<file path="src/rtl/motor_pkg.sv">
// motor_pkg: shared direction constants, scheduler state type and command helpers
package motor_pkg;
  localparam logic [3:0] STOP = 4'h0;
  localparam logic [3:0] UP = 4'h1;
  localparam logic [3:0] DOWN = 4'h2;
  localparam logic [3:0] LEFT = 4'h4;
  localparam logic [3:0] RIGHT = 4'h8;
  localparam int FAST_BIT = 6;
  localparam logic [7:0] DIR_MASK = 8'h0F;
  typedef enum logic [2:0] {IDLE, DEAD, RUN_MAN, RUN_AUTO, ESTOP} state_t;
  function automatic logic is_legal_dir(input logic [3:0] d);
    return d inside {UP, DOWN, LEFT, RIGHT};
  endfunction
  function automatic logic [7:0] fwd_cmd(input logic [7:0] cmd);
    return cmd & (DIR_MASK | 8'(1 << FAST_BIT));
  endfunction
endpackage

</file>
<file path="src/rtl/motor_cmd_sched_cycle_timer.sv">
// cycle_timer: loadable down-counter that flags its final cycle and then parks at zero
module cycle_timer #(
  parameter int W = 8
) (
  input  logic         i_clk,
  input  logic         i_rst_n,
  input  logic         i_load,
  input  logic [W-1:0] i_value,
  input  logic         i_tick,
  output logic         o_done
);
  logic [W-1:0] r_cnt;
  always_ff @(posedge i_clk or negedge i_rst_n) begin
    if (!i_rst_n) r_cnt <= '0;
    else if (i_load) r_cnt <= i_value;
    else if (i_tick && r_cnt != '0) r_cnt <= r_cnt - W'(1);
  end
  assign o_done = r_cnt == W'(1);
endmodule

</file>
<file path="src/rtl/motor_cmd_sched.sv">
// motor_cmd_sched: arbitrates estop, keypad and timed autonomous commands onto key_state,
// forcing a stop dead-time before any new direction reaches the H-bridge.
module motor_cmd_sched
  import motor_pkg::*;
#(
  parameter int DEAD_CYCLES = 50000,
  parameter int DUR_W = 24
) (
  input  logic             clk,
  input  logic             rst,
  input  logic             estop,
  input  logic             man_valid,
  input  logic [7:0]       man_cmd,
  input  logic             auto_valid,
  output logic             auto_ready,
  input  logic [7:0]       auto_cmd,
  input  logic [DUR_W-1:0] auto_dur,
  output logic             auto_done,
  output logic             auto_abort,
  output logic [7:0]       key_state,
  output logic             busy
);
  localparam int DW = $clog2(DEAD_CYCLES + 1);
  state_t r_state;
  logic [7:0] r_key, r_auto_cmd;
  logic [3:0] r_dir;
  logic r_tgt_auto, r_done, r_abort;
  logic w_manreq, w_dir_chg, w_acc, w_auto_ok, w_auto_act, w_dead_load, w_dead_done, w_dur_done;
  assign w_manreq = man_valid && is_legal_dir(man_cmd[3:0]);
  assign w_dir_chg = man_cmd[3:0] != r_dir;
  assign auto_ready = rst && r_state == IDLE && !estop && !w_manreq;
  assign w_acc = auto_valid && auto_ready;
  assign w_auto_ok = is_legal_dir(auto_cmd[3:0]) && auto_dur != '0;
  assign w_auto_act = r_state == RUN_AUTO || (r_state == DEAD && r_tgt_auto);
  // every entry into DEAD, or a restart while already there, reloads the dead-time
  assign w_dead_load = !estop && (r_state == IDLE ? w_manreq || (w_acc && w_auto_ok)
                     : w_manreq && (w_auto_act || (r_state inside {DEAD, RUN_MAN} && w_dir_chg)));
  cycle_timer #(.W(DW)) u_dead (
    .i_clk(clk), .i_rst_n(rst), .i_load(w_dead_load), .i_value(DW'(DEAD_CYCLES)),
    .i_tick(r_state == DEAD), .o_done(w_dead_done)
  );
  cycle_timer #(.W(DUR_W)) u_dur (
    .i_clk(clk), .i_rst_n(rst), .i_load(w_acc), .i_value(auto_dur),
    .i_tick(r_state == RUN_AUTO), .o_done(w_dur_done)
  );
  always_ff @(posedge clk or negedge rst) begin
    if (!rst) begin
      r_state <= IDLE;
      r_key <= '0;
      r_auto_cmd <= '0;
      r_dir <= STOP;
      r_tgt_auto <= 1'b0;
      r_done <= 1'b0;
      r_abort <= 1'b0;
    end else begin
      r_done <= 1'b0;
      r_abort <= 1'b0;
      if (estop) begin
        r_state <= ESTOP;
        r_key <= '0;
        r_done <= w_auto_act;
        r_abort <= w_auto_act;
      end else begin
        case (r_state)
          IDLE: begin
            if (w_manreq) begin
              r_state <= DEAD;
              r_tgt_auto <= 1'b0;
              r_dir <= man_cmd[3:0];
            end else if (w_acc) begin
              r_auto_cmd <= fwd_cmd(auto_cmd);
              r_tgt_auto <= 1'b1;
              r_state <= w_auto_ok ? DEAD : IDLE;
              r_done <= !w_auto_ok;
            end
          end
          DEAD: begin
            if (r_tgt_auto && w_manreq) begin
              r_done <= 1'b1;
              r_abort <= 1'b1;
              r_tgt_auto <= 1'b0;
              r_dir <= man_cmd[3:0];
            end else if (!r_tgt_auto && !w_manreq) begin
              r_state <= IDLE;
            end else if (!r_tgt_auto && w_dir_chg) begin
              r_dir <= man_cmd[3:0];
            end else if (w_dead_done) begin
              r_state <= r_tgt_auto ? RUN_AUTO : RUN_MAN;
              r_key <= r_tgt_auto ? r_auto_cmd : fwd_cmd(man_cmd);
            end
          end
          RUN_MAN: begin
            if (!w_manreq) begin
              r_state <= IDLE;
              r_key <= '0;
            end else if (w_dir_chg) begin
              r_state <= DEAD;
              r_key <= '0;
              r_dir <= man_cmd[3:0];
            end else begin
              r_key <= fwd_cmd(man_cmd);
            end
          end
          RUN_AUTO: begin
            if (w_manreq) begin
              r_state <= DEAD;
              r_key <= '0;
              r_tgt_auto <= 1'b0;
              r_dir <= man_cmd[3:0];
              r_done <= 1'b1;
              r_abort <= 1'b1;
            end else if (w_dur_done) begin
              r_state <= IDLE;
              r_key <= '0;
              r_done <= 1'b1;
            end
          end
          default: r_state <= IDLE;
        endcase
      end
    end
  end
  assign key_state = r_key;
  assign auto_done = r_done;
  assign auto_abort = r_abort;
  assign busy = r_state != IDLE;
endmodule

</file>
<file path="config.mk">
export PLATFORM = sky130hd
export DESIGN_NAME = motor_cmd_sched
export DESIGN_NICKNAME = d
export VERILOG_FILES = /design/src/rtl/motor_pkg.sv /design/src/rtl/motor_cmd_sched_cycle_timer.sv /design/src/rtl/motor_cmd_sched.sv
export SDC_FILE = /design/constraint.sdc
export NUM_CORES = 1
export LEC_CHECK = 0
export ABC_AREA = 1
export BUFFER_PORTS_ARGS = -buffer_cell sky130_fd_sc_hd__buf_4
export CELL_PAD_IN_SITES_DETAIL_PLACEMENT = 2
export CELL_PAD_IN_SITES_GLOBAL_PLACEMENT = 2
export CORE_MARGIN = 2
export CORE_UTILIZATION = 33
export CTS_BUF_LIST = sky130_fd_sc_hd__clkbuf_2 sky130_fd_sc_hd__clkbuf_4 sky130_fd_sc_hd__clkbuf_8
export DETAILED_ROUTE_END_ITERATION = 8
export PLACE_DENSITY_LB_ADDON = 0.05
export REMOVE_ABC_BUFFERS = 1
export SLEW_MARGIN = 20
export SYNTH_ARGS = -nofsm -noshare
export SYNTH_HDL_FRONTEND = slang
export SYNTH_HIERARCHICAL = 1
export SYNTH_SLANG_ARGS = --single-unit
</file>
<file path="constraint.sdc">
create_clock -name clk -period 2.4 [get_ports clk]
set_input_delay 0.12 -clock clk [delete_from_list [all_inputs] [get_ports clk]]
set_output_delay 0.12 -clock clk [all_outputs]
set_load 0.01 [all_outputs]
</file>
**Word-level counts from Yosys, hierarchy flattened**

Index checks and enable logic that the tools add are counted.

- Divide/modulo/power cells: 0
- Add/sub/neg operators: 2
- Equality and inequality tests: 31
- Shift operators: 0
- Magnitude comparators: 0
- Reductions and logical operators: 42
- Muxes and demuxes: 52
- Bitwise logic cells: 2
- Multipliers: 0

Operators by type and width:

| kind | number |
|---|---|
| $mux W8 | 7 |
| $mux W24 | 2 |
| $reduce_bool A24 Y1 | 2 |
| $mux W3 | 11 |
| $mux W16 | 2 |
| $eq A24 B1 Y1 const B | 1 |
| $mux W4 | 6 |
| $pmux W8 S3 | 1 |
| $sub A24 B1 Y24 const B | 1 |
| $mux W7 | 3 |
| $ne A3 B3 Y1 const B | 7 |
| $ne A4 B4 Y1 const B | 5 |
| $eq A16 B1 Y1 const B | 1 |
| $logic_and A1 B1 Y1 | 16 |
| $reduce_bool A16 Y1 | 1 |
| $sub A16 B1 Y16 const B | 1 |
| $mux W1 | 15 |
| $pmux W3 S4 | 1 |
| $pmux W4 S3 | 1 |
| $reduce_and A6 Y1 | 2 |
| $reduce_bool A4 Y1 | 3 |
| $reduce_bool A3 Y1 | 3 |
| $eq A4 B1 Y1 const B | 2 |
| $eq A4 B2 Y1 const B | 2 |
| 18 further kinds | 33 |

- Memories: 0
- Output and inout bits: 12
- Bits in writable memories: 0
- Latch bits: 0
- Bits in registers: 63
- Word-level logic and storage cells: 138
- Bits of input ports: 45
- Memory bits (read-only): 0

**Depth between registers and ports, before layout**

- Depth in word-level cells: 11
- Mapped depth: 17
- Mapped depth without buffers: 17

**By module**

The synthesis kept the hierarchy.

By module, submodules not included:

| module | instances | cells each | sequential area each (um2) | area an instance (um2) |
|---|---|---|---|---|
| cycle_timer at u_dur | 1 | 299 | 600.6 | 1925.6 |
| motor_cmd_sched | 1 | 240 | 500.5 | 1610.3 |
| cycle_timer at u_dead | 1 | 193 | 400.4 | 1277.5 |

**Worst setup path before layout**

Ideal clock, no wire load.

- Kind: flip-flop to flip-flop
- Start point: reg r_state[1]
- End point: reg u_dead.r_cnt[6]
- Cell stages (with the launch flop): 14
- Arrival: 1.849 ns
- Slack: 0.434 ns
- Path through: dfrtp_1 nor2_2 nand2_1 inv_2 a21oi_1 nand2_1 nand2_1 a21oi_1 inv_2 clkbuf_1 nand3_1 nand2_1 nand2_1 nand2_1

- Cells in the longest elaborated chain, start to end: 10
- Elaborated cells on any way between the ends: 21
- Classes of those cells: eq/ne: 3; mux: 2; reduce/logical: 16

Ends and longest elaborated chain:

| what | RTL line | text |
|---|---|---|
| start: declaration | motor_cmd_sched.sv:24 | `state_t r_state;` |
| start signal: assignment | motor_cmd_sched.sv:73 | `r_state <= w_auto_ok ? DEAD : IDLE;` |
| start signal: assignment | motor_cmd_sched.sv:88 | `r_state <= r_tgt_auto ? RUN_AUTO : RUN_MAN;` |
| $logic_not A3 Y1 | motor_cmd_sched.sv:31, motor_cmd_sched.sv:36 |  |
| $logic_and A1 B1 Y1 (3 in a row) | motor_cmd_sched.sv:31 | `assign auto_ready = rst && r_state == IDLE && !estop && !w_manreq;` |
| $logic_and A1 B1 Y1 | motor_cmd_sched.sv:32 | `assign w_acc = auto_valid && auto_ready;` |
| $logic_and A1 B1 Y1 | motor_cmd_sched.sv:36 | `assign w_dead_load = !estop && (r_state == IDLE ? w_manreq \|\| (w_acc && w_auto_ok)` |
| $logic_or A1 B1 Y1 | motor_cmd_sched.sv:36 |  |
| $mux W1 * | motor_cmd_sched.sv:36 |  |
| $logic_and A1 B1 Y1 * | motor_cmd_sched.sv:36 |  |
| named net w_dead_load | motor_cmd_sched.sv:28 | `logic w_manreq, w_dir_chg, w_acc, w_auto_ok, w_auto_act, w_dead_load, w_dead_done, w_dur_done;` |
| $mux W16 / $reduce_bool A2 Y1 (equally long branches) | - |  |
| end signal: assignment | motor_cmd_sched_cycle_timer.sv:15 | `else if (i_load) r_cnt <= i_value;` |
| end signal: assignment | motor_cmd_sched_cycle_timer.sv:16 | `else if (i_tick && r_cnt != '0) r_cnt <= r_cnt - W'(1);` |
| end: declaration | motor_cmd_sched_cycle_timer.sv:12 | `logic [W-1:0] r_cnt;` |

The timed path passes the listed nets; every way through them passes the cells marked *.
A chain may end at the register's enable or synchronous reset.

**Worst setup path after layout**

- Start point: in estop
- End point: reg u_dead.r_cnt[4]

- Cells in the longest elaborated chain, start to end: 9
- Elaborated cells on any way between the ends: 10
- Classes of those cells: mux: 2; reduce/logical: 8

Ends and longest elaborated chain:

| what | RTL line | text |
|---|---|---|
| start: declaration | motor_cmd_sched.sv:11 | `input logic estop,` |
| $logic_not A1 Y1 * | motor_cmd_sched.sv:31, motor_cmd_sched.sv:36 |  |
| $logic_and A1 B1 Y1 (2 in a row) | motor_cmd_sched.sv:31 |  |
| $logic_and A1 B1 Y1 | motor_cmd_sched.sv:32 |  |
| $logic_and A1 B1 Y1 | motor_cmd_sched.sv:36 |  |
| $logic_or A1 B1 Y1 | motor_cmd_sched.sv:36 |  |
| $mux W1 | motor_cmd_sched.sv:36 |  |
| $logic_and A1 B1 Y1 * | motor_cmd_sched.sv:36 |  |
| named net w_dead_load | motor_cmd_sched.sv:28 |  |
| $mux W16 / $reduce_bool A2 Y1 (equally long branches) | - |  |

Marked as above.

==> run_results.csv <==
group,metric,value,unit
hold_path,hold_path.class,"input pin to async pin",
clocking,clkTransAtPathRegs,0.08,ns
timing,finalHoldViolations,7,
clocking,cts_setup_buffers,0,
finish,final_nets,860,
detailed_routing,drc_errors,0,
critical_path,path_buf_inv,4,
logic_synthesis,synthArstFlopShare,100,%
global_route,grt_overflow,0,
place,place_hpwl,12400,um
finish,fin_util,39.7,%
global_route,grt_pass1_wl,27300,um
critical_path,path_common_cell,"nand2_1",
run,cap_violations,0,
global_route,track_usage,21.7,%
power,p_leak,2.92,nW
logic_synthesis,yosys_warnings,6,
clocking,htree_levels,3,
critical_path,crit_fanout,15,
logic_synthesis,synth_edf_count,0,
logic_synthesis,ys_types,41,
floorplan,start_util,33.5,%
finish,antenna_cells,0,
logic_synthesis,synthesis.area,4810,sq um
finish,drive_gt1_share,19.8,%
clocking,cts_buffers,9,
clocking,clk_latency,0.36,ns
clocking,clk_path_buf_depth,2,
place,portBuffers,47,
power,pwr-share-comb,49.7,%
timing,relSlewSlack,43.6,%
outcome,status,"complete, but fails checks",
critical_path,r2r-end,"u_dead/r_cnt[4]",
timing,tightest_slew,0.847,ns
timing,setup_viol,0,
detailed_routing,finalWirelength,15800,um
global_route,grt_max_degree,61,
floorplan,boundaryPins,57,
critical_path,critPathKind,"input pin to flop",
detailed_routing,dr_total_vias,4921,
floorplan,fp.dieW,125,um
critical_path,r2r_slack,0.22,ns
place,place.gp.congestion,0.781,
logic_synthesis,synthCells,732,
logic_synthesis,ys_seq_area_share,31.2,%
critical_path,crit_arrival,2.51,ns
clocking,cts_tree,"done",
clocking,cts_sinks,60,
power,intPower,0.00260,W
power,power.switching,0.00246,W
timing,fin_tns_setup,0,ns
critical_path,cp-start-kind,"input pin",
timing,skew,0.0119,ns
logic_synthesis,synth_area_per_cell,6.58,sq um
floorplan,dieHeight,125,um
floorplan,die_area,15600,sq um
timing,drv_slew,0,
logic_synthesis,ys.flop_type,"dfrtp_1",
floorplan,core_area,14400,sq um
critical_path,required,2.70,ns
critical_path,path_cells,"dlygate4sd3_1, buf_4, inv_2, nand4_1, nor2_2, nand2_2, nand2_1, nand3_1, a21oi_2, inv_2, o21ai_1, a21oi_1, nor2_1, nand2_1, nand2_1",
power,irDropWorstVdd,367,uV
critical_path,critical_path.slowest_cell,"dlygate4sd3_1",
critical_path,max_stage_delay,0.54,ns
detailed_routing,vias_per_cell,4.94,
timing,rsz0062_at_grt,"no",
logic_synthesis,yosys_register_bits,60,
global_route,grt_pass1_vias,5541,
power,pwr-share-seq,33.8,%
outcome,violations,"hold timing",
critical_path,critPathTopFamily,"buffers and inverters",
global_route,antenna_found_initial,0,
detailed_routing,ant_nets,0,
critical_path,r2r_cells,13,
power,clkPwrFrac,16.4,%
clocking,cts-root-buf,"clkbuf_8",
floorplan,rows,44,
power,power_density,887,nW/um^2
detailed_routing,drt_iter0_drc,132,
critical_path,end_kind,"flop",
critical_path,r2r-start,"r_state[0]",
power,p_sw_share,48.7,%
detailed_routing,first_pass_iters,4,
timing,max_freq,0.453,GHz
timing,fin_crit_sh,92.0,%
timing,layout_min_cycle_time,2.21,ns
detailed_routing,wl_per_cell,15.8,um
timing,fin_hold_ws,-0.0303,ns
finish,area_delta_synth_final,18.5,%
==> sequential cells by signal (all words and copies together) (netlist names) <==
name          count
r_dir             4
auto_done         1
r_tgt_auto        1
r_auto_cmd        5
u_dur/r_cnt      24
key_state         5
auto_abort        1
u_dead/r_cnt     16
r_state           3
==> cells in the final DEF, fill, tap and decap left out, types with 7 or more instances in the layout <==
cell / netlist / layout
dlygate4sd3_1: 0 / 12
dfrtp_1: 60 / 60
clkbuf_8: 0 / 10
nand3b_1: 7 / 7
nand2_2: 13 / 13
nand2_1: 280 / 280
conb_1: 2 / 19
nand2_4: 7 / 7
nor2_4: 11 / 11
o21ai_2: 8 / 8
a21oi_1: 18 / 17
nand3_1: 74 / 74
buf_4: 4 / 55
nand4_1: 9 / 9
o21ai_1: 11 / 11
nor2_2: 20 / 20
nor2_1: 71 / 71
o21ai_0: 19 / 19
inv_1: 52 / 52
inv_2: 12 / 12
==> through the flow <==
stage | std cells | cell area (sq um) | total power [W] | worst slack (ns) | hold WS, ns
after global placement | 971 | 5420 | 0.00409 | 0.285 | 0.336
after global routing | 997 | 5700 | 0.00560 | 0.0171 | 0.0109
after floorplan | 732 | 4770 | 0.00348 | -0.493 | -0.176
final | 997 | 5700 | 0.00506 | 0.192 | -0.0303
after CTS | 997 | 5700 | 0.00515 | 0.174 | 0.00960
after detailed placement | 971 | 5420 | 0.00426 | 0.181 | 0.335
==> synthesized netlist by cell type, drive strengths merged, types with 3 or more instances <==
cell type	n	share of area, %
o21ai	39	4.9
ha	5	1.3
inv	65	5.1
nand3	81	9.3
nor2	105	12
xnor2	3	0.55
nand3b	7	1.1
xor2	4	0.73
clkbuf	6	0.47
nand2	302	26
buf	11	1.7
dfrtp	60	31
a21oi	20	2.4
nand4	9	1.2
o21bai	4	0.62
==> cell type report <==
cell class	count	area (sq um)
Clock buffer	11	145
Clock inverter	3	15.0
Fill cell	1784	8660
Inverter	66	250
Multi-Input combinational cell	606	3030
Sequential cell	60	1500
Tap cell	184	230
Timing Repair Buffer	67	533
==> power by group through the flow <==
stage          Clock, W  Combinational (W)  Sequential, W
2_1_floorplan         0            0.00187        0.00161
3_3_place_gp          0            0.00238        0.00170
3_5_place_dp          0            0.00253        0.00173
4_1_cts        0.000875            0.00256        0.00171
5_1_grt        0.000920            0.00291        0.00177
6_report       0.000832            0.00252        0.00171
==> worst max-delay path by stage <==
stage,from,endpoint,slack (ns),depth (start not counted)
after floorplan,r_state[1],u_dead/r_cnt[4],-0.49,13
after global placement,man_cmd[2],u_dur/r_cnt[12],0.28,11
after detailed placement,u_dur/r_cnt[11],r_state[0],0.18,10
after CTS,u_dur/r_cnt[11],r_state[0],0.17,10
after global routing,r_state[0],u_dead/r_cnt[4],0.02,13
final,estop,u_dead/r_cnt[4],0.19,15
==> layer usage <==
| metal | share of wire [%] | global-route usage (%) |
|---|---|---|
| met5 | 0 | 0 |
| met2 | 53 | 40.8 |
| met3 | 1.8 | 3.87 |
| met1 | 44 | 25.5 |
| met4 | 1.2 | 4.89 |
==> worst register-to-register path, stage by stage, from the launching register on <==
cell     delay (ns)
dfrtp_1        0.39
inv_1          0.19
nand4_1        0.18
nor2_2         0.18
nand2_2        0.17
nand2_1        0.10
nand3_1        0.10
a21oi_2        0.24
inv_2          0.19
o21ai_1        0.13
a21oi_1        0.05
nor2_1         0.09
nand2_1        0.05
nand2_1        0.05
==> kinds of logic after synthesis <==
family	after synthesis	synth area share (%)
other	2	0.156
adders and majority gates	5	1.30
buffers and inverters	83	7.41
DFF	60	31.2
xor gates and xnor gates	7	1.27
AOI/OAI and AO/OA	66	8.37
and+or+nand+nor	509	50.3
==> what timing repair did <==
| action | CTS | global route |
|---|---|---|
| hold endpoints to repair | 12 | 0 |
| hold buffers | 12 | 0 |
| gates resized for setup | 0 | 1 |
| setup endpoints to repair | 0 | 7 |
Note: power is estimated with default switching activity, not from simulation.
